File: src/rtl/resource_arbiter_server_if.sv
// Req/grant bus between two requesting pipelines and the shared multiply resource.
// The master side drives requests and operands; the slave side (the server) answers.
interface resource_arbiter_server_if #(
    parameter int unsigned DATA_W = 32
);
    logic              req_1;
    logic              req_2;
    logic [DATA_W-1:0] op_1;
    logic [DATA_W-1:0] op_2;
    logic              grant_1;
    logic              grant_2;
    logic              stall_1;
    logic              stall_2;
    logic [DATA_W-1:0] result;
    logic [1:0]        result_valid;
    logic              busy;

    modport master (
        output req_1, req_2, op_1, op_2,
        input  grant_1, grant_2, stall_1, stall_2, result, result_valid, busy
    );

    modport slave (
        input  req_1, req_2, op_1, op_2,
        output grant_1, grant_2, stall_1, stall_2, result, result_valid, busy
    );
endinterface

File: src/rtl/resource_arbiter_server.sv
// Round-robin arbiter plus fixed-latency half-by-half multiplier shared by two pipelines.
// The grant is held from arbitration until the result pulse, or until the winner flushes.
module resource_arbiter_server #(
    parameter int unsigned DATA_W  = 32,
    parameter int unsigned LATENCY = 3
) (
    input  logic                     clk,
    input  logic                     reset,
    resource_arbiter_server_if.slave bus
);
    localparam int unsigned HalfW     = DATA_W / 2;
    localparam logic [3:0]  CountInit = 4'(LATENCY - 1);

    typedef enum logic [1:0] {
        StIdle,
        StGrant,
        StBusy,
        StDone
    } state_e;

    state_e            state_q;
    logic              winner_q;       // 0: pipeline 1, 1: pipeline 2
    logic              last_served_q;  // same encoding as winner_q
    logic [3:0]        count_q;
    logic [DATA_W-1:0] operand_q;
    logic [DATA_W-1:0] result_q;
    logic [1:0]        grant_q;
    logic [1:0]        result_valid_q;
    logic              busy_q;

    logic              pick;
    logic              winner_req;
    logic [DATA_W-1:0] winner_op;
    logic [DATA_W-1:0] op_lo;
    logic [DATA_W-1:0] op_hi;
    logic [DATA_W-1:0] product;

    always_comb begin
        // A lone requester wins; on a tie the one not served last wins.
        pick = bus.req_2;
        if (bus.req_1 && bus.req_2) begin
            pick = ~last_served_q;
        end
        winner_req = winner_q ? bus.req_2 : bus.req_1;
        winner_op  = winner_q ? bus.op_2  : bus.op_1;
        op_lo      = {{HalfW{1'b0}}, operand_q[HalfW-1:0]};
        op_hi      = {{HalfW{1'b0}}, operand_q[DATA_W-1:HalfW]};
        product    = op_lo * op_hi;
    end

    always_ff @(posedge clk) begin
        if (reset) begin
            state_q        <= StIdle;
            winner_q       <= 1'b0;
            last_served_q  <= 1'b1;
            count_q        <= '0;
            operand_q      <= '0;
            result_q       <= '0;
            grant_q        <= '0;
            result_valid_q <= '0;
            busy_q         <= 1'b0;
        end else begin
            unique case (state_q)
                StIdle: begin
                    if (bus.req_1 || bus.req_2) begin
                        winner_q <= pick;
                        grant_q  <= pick ? 2'b10 : 2'b01;
                        busy_q   <= 1'b1;
                        state_q  <= StGrant;
                    end
                end
                StGrant: begin
                    if (winner_req) begin
                        operand_q <= winner_op;
                        count_q   <= CountInit;
                        state_q   <= StBusy;
                    end else begin
                        grant_q       <= '0;
                        busy_q        <= 1'b0;
                        last_served_q <= winner_q;
                        state_q       <= StIdle;
                    end
                end
                StBusy: begin
                    // A flush wins over completion in the same cycle.
                    if (!winner_req) begin
                        grant_q       <= '0;
                        busy_q        <= 1'b0;
                        last_served_q <= winner_q;
                        state_q       <= StIdle;
                    end else if (count_q == '0) begin
                        result_q       <= product;
                        result_valid_q <= grant_q;
                        state_q        <= StDone;
                    end else begin
                        count_q <= count_q - 4'd1;
                    end
                end
                StDone: begin
                    grant_q        <= '0;
                    result_valid_q <= '0;
                    busy_q         <= 1'b0;
                    last_served_q  <= winner_q;
                    state_q        <= StIdle;
                end
                default: begin
                    state_q <= StIdle;
                end
            endcase
        end
    end

    assign bus.grant_1      = grant_q[0];
    assign bus.grant_2      = grant_q[1];
    assign bus.stall_1      = bus.req_1 & ~grant_q[0];
    assign bus.stall_2      = bus.req_2 & ~grant_q[1];
    assign bus.result       = result_q;
    assign bus.result_valid = result_valid_q;
    assign bus.busy         = busy_q;

`ifndef SYNTHESIS
    always_ff @(posedge clk) begin
        if (!reset) begin
            assert (grant_q != 2'b11);
            assert ((result_valid_q & ~grant_q) == 2'b00);
        end
    end
`endif
endmodule
File: src/flat_wrapper.sv
// flat-port wrapper written by rule: the top's interface ports become plain ports
module resource_arbiter_server_flat 
#(
    parameter int unsigned DATA_W  = 32,
    parameter int unsigned LATENCY = 3
)
  (clk, reset, bus_req_1, bus_req_2, bus_op_1, bus_op_2, bus_grant_1, bus_grant_2, bus_stall_1, bus_stall_2, bus_result, bus_result_valid, bus_busy);
  resource_arbiter_server_if #(.DATA_W(DATA_W)) bus_i ();
  input  logic clk;
  input  logic reset;
  input wire logic [$bits(bus_i.req_1)-1:0] bus_req_1;
  input wire logic [$bits(bus_i.req_2)-1:0] bus_req_2;
  input wire logic [$bits(bus_i.op_1)-1:0] bus_op_1;
  input wire logic [$bits(bus_i.op_2)-1:0] bus_op_2;
  output wire logic [$bits(bus_i.grant_1)-1:0] bus_grant_1;
  output wire logic [$bits(bus_i.grant_2)-1:0] bus_grant_2;
  output wire logic [$bits(bus_i.stall_1)-1:0] bus_stall_1;
  output wire logic [$bits(bus_i.stall_2)-1:0] bus_stall_2;
  output wire logic [$bits(bus_i.result)-1:0] bus_result;
  output wire logic [$bits(bus_i.result_valid)-1:0] bus_result_valid;
  output wire logic [$bits(bus_i.busy)-1:0] bus_busy;
  assign bus_i.req_1 = bus_req_1;
  assign bus_i.req_2 = bus_req_2;
  assign bus_i.op_1 = bus_op_1;
  assign bus_i.op_2 = bus_op_2;
  assign bus_grant_1 = bus_i.grant_1;
  assign bus_grant_2 = bus_i.grant_2;
  assign bus_stall_1 = bus_i.stall_1;
  assign bus_stall_2 = bus_i.stall_2;
  assign bus_result = bus_i.result;
  assign bus_result_valid = bus_i.result_valid;
  assign bus_busy = bus_i.busy;
  resource_arbiter_server #(.DATA_W(DATA_W), .LATENCY(LATENCY)) u_core (.clk(clk), .reset(reset), .bus(bus_i));
endmodule
File: config.mk
export PLATFORM = sky130hd
export DESIGN_NAME = resource_arbiter_server_flat
export DESIGN_NICKNAME = d
export VERILOG_FILES = /design/src/rtl/resource_arbiter_server_if.sv /design/src/rtl/resource_arbiter_server.sv /design/src/flat_wrapper.sv
export SDC_FILE = /design/constraint.sdc
export NUM_CORES = 1
export LEC_CHECK = 0
export CORE_MARGIN = 2
export CORE_UTILIZATION = 44
export CTS_BUF_LIST = sky130_fd_sc_hd__clkbuf_8 sky130_fd_sc_hd__clkbuf_16
export CTS_CLUSTER_DIAMETER = 40
export DETAILED_ROUTE_END_ITERATION = 12
export SLEW_MARGIN = 20
export SYNTH_ARGS = -nofsm -noshare
export SYNTH_HDL_FRONTEND = slang
export SYNTH_SLANG_ARGS = --single-unit
File: constraint.sdc
create_clock -name clk -period 7.3 [get_ports clk]
set_input_delay 1.095 -clock clk [delete_from_list [all_inputs] [get_ports clk]]
set_output_delay 1.095 -clock clk [all_outputs]
set_load 0.03 [all_outputs]
==> results.ini, run 1 <==
[global_route]
top_usage_layer=met2
grt_usage=0.2284
globalRouteMet1Util=0.3290
grt_overflow_total=0
grt_pass1_wl_um=50720
grt_use_met2=0.3690
grt_start_max_net_pins=72
gr-usage-met3=0.03565
antenna_found_initial=0
grt_pass1_vias=9476

[logic_synthesis]
yosysSeqAreaShare=0.1325
ys_seq_elements=77
synth_nets=1686
synth_area_um2=11630
synthTopCellsByArea=fa_1 (33%), dfxtp_1 (13%), ha_1 (12%)
avgSynthCellArea_um2=8.848
synth_common_cells=inv_1 (238), fa_1 (194), nand2_1 (194)
ys_warn_count=0
synth_edf_count=0
async_flop_share=0
syn_inst=1315
yosysMostFrequentCell=inv_1
synth_top_area_cell=fa_1
synth-main-ff-cell=dfxtp_1
yosys.area.top_type_share=0.3338
synth.distinct_cells=53

[worst_setup_path]
worstSetupEndpointType=flop
crit_path_frequent_cell=fa_1
r2r_slack_ns=0.73
critical-path-top-delay-family=adder cells
slowest_delay_ns=0.95
crit_arrival_ns=6.83
worst-setup-path-type=reg -> reg
crit_path_cell_trace=nand2_1 > fa_1 > inv_1 > fa_1 > fa_1 > fa_1 > fa_1 > inv_1 > fa_1 > inv_1 > ha_1 > nand2_1 > o21ai_1 > a211o_1 > a21oi_1 > a31oi_4 > a311oi_2 > xnor2_1 > a211oi_2
crit_buf_inv=3
required_ns=7.55
path_max_fanout=17
crit_path_start_kind=flop
slowest_stage=dfxtp_1

[power]
clkPwrFrac=0.314
seqPwrFrac=0.361
switching_share=0.3698
cell_internal_pwr_uw=953.4
p_total_mw=1.513
leakage_nw=6.313
switching_power_uw=559.4
ir_worst_vdd_uv=111.2
comb_power_share=0.325
p_per_area_nw_per_um2=114.1

[routing]
avgViaCountPerCell=5.179
ant_nets=0
firstDrtPassIters=5
route.detailed.drc=0
drtIter0Drc=531
vias=8897
wl_um=30040
wire_per_inst_um=17.49

[die]
io_pins=107
die_x_um=166.6
rows=59
start_util=0.4478
core_area_um2=25980
design.die.area_um2=27760
die_h_um=166.6

[clocking]
cts_buffers=9
post_cts_buffers=0
cts_num_sinks=77
h-tree-depth=3
ctsHoldBuffers=0
post_cts_resize_count=0
cts_tree=built
clkLatencyLatePin_ns=0.34
clock_path_buffers=2
clk_pin_slew_ns=0.06
cts-root-buf=clkbuf_16

[timing]
post-route-min-period_ns=6.573
fin_skew_ns=0.007636
max_slew_margin=0.2970
finalSetupViolations=0
hold_viol_final=0
rsz0062_at_grt=no
maxSlewViolCount=0
fmax_mhz=152.1
layout_worst_path_cycle_share=0.9005
tns_ns=0
hold_ws_ns=0.4502
tightest_slew_ns=1.055

[layout]
drive_above_1_share=0.02675
final_util=0.5100
fin_nets=1751
final_cell_area_um2=13250
syn2layout_area_growth_pct=13.90
diodes=0

[worst_hold_path]
hold_path.class=reg -> reg

[placement]
place_area_um2=12950
routabilityCongestion=0.8678
port_buffers=106
dp_hpwl_um=23760

[status]
status=finished clean

[job]
drv_cap=0

-- per-layer routing --
layer / share of wire / up-vias / wire length (um)
li1: - / 4213 / -
met4: 0.013 / 0 / 392
met5: 0 / - / 0
met2: 0.46 / 230 / 13720
met1: 0.48 / 4422 / 14280
met3: 0.055 / 32 / 1649
-- path summary, 6_finish.rpt --
path	start	cells after the start	end
max	u_core.operand_q[23]$_SDFFE_PP0P_	19	u_core.bus.result[31]$_SDFFE_PP0P_
min	u_core.bus.result[7]$_SDFFE_PP0P_	2	u_core.bus.result[7]$_SDFFE_PP0P_
max reg2reg	u_core.operand_q[23]$_SDFFE_PP0P_	19	u_core.bus.result[31]$_SDFFE_PP0P_
min reg2reg	u_core.bus.result[7]$_SDFFE_PP0P_	2	u_core.bus.result[7]$_SDFFE_PP0P_
-- power groups by stage --
stage | Clock (mW) | Combinational [mW] | Sequential [mW]
2_1_floorplan | 0 | 0.363 | 0.479
3_5_place_dp | 0 | 0.487 | 0.554
5_1_grt | 0.497 | 0.559 | 0.553
3_3_place_gp | 0 | 0.487 | 0.552
6_report | 0.474 | 0.492 | 0.547
4_1_cts | 0.486 | 0.496 | 0.545
-- tightest hold or removal path, cell delays in order (launching register included) --
cell and delay (ns):
dfxtp_1 0.31, nand2_1 0.05, a21oi_1 0.05
-- layout by cell type, fill, tap and decap left out, types with 5 or more instances in the layout --
master and n:
inv_1 239, nand2_1 194, fa_1 194, and2_1 124
ha_1 109, clkdlybuf4s50_1 105, dfxtp_1 76, nor2_1 58
a21oi_1 48, a211oi_1 39, mux2i_1 35, xnor2_1 18
a21o_1 17, xor2_1 13, clkbuf_16 9, buf_4 9
o21ai_0 8, nor2b_1 7, a22o_1 7, and3_1 5
nand3_1 5, o21ai_1 5
-- state kept, by name, indices dropped and copies added (netlist names) --
register / count
u_core.state_q: 2
u_core.grant_q: 2
u_core.bus.result_valid: 2
u_core.last_served_q: 1
u_core.operand_q: 32
u_core.bus.result: 32
u_core.winner_q: 1
u_core.count_q: 4
u_core.bus.busy: 1
-- layout make-up --
cell class	instances	area [um^2]
Inverter	238	893.4
Fill cell	2521	12730
Multi-Input combinational cell	939	8971
Clock buffer	9	225.2
Sequential cell	77	1543
Timing Repair Buffer	115	1124
Tap cell	335	419.2
Clock inverter	5	77.57
-- stage by stage --
stage | worst slack (ns) | instances
6_report | 0.7267 | 1718
5_1_grt | 0.3828 | 1718
4_1_cts | 0.7458 | 1718
3_5_place_dp | 0.7894 | 1704
3_3_place_gp | 0.8537 | 1704
2_1_floorplan | 1.375 | 1315
-- cells by family (layout without fill, tap and decap cells) --
family / after synthesis / after routing / share of synthesized area
XOR/XNOR: 31 / 31 / 0.02334
adder cells (fa/ha/maj): 303 / 303 / 0.4510
flip-flops: 77 / 77 / 0.1325
buffers and inverters: 299 / 367 / 0.09657
AND/OR/NAND/NOR: 411 / 411 / 0.1666
AO/OA/AOI/OAI: 158 / 158 / 0.09894
multiplexers: 36 / 36 / 0.03108
(Power assumes the default switching activity.)
==> run 2, diff against run 1 <==
- SETUP_SLACK_MARGIN: default -> 0.05
==> results of run 2 <==
No change in the layout: final DEF, timing and power equal those of run 1.
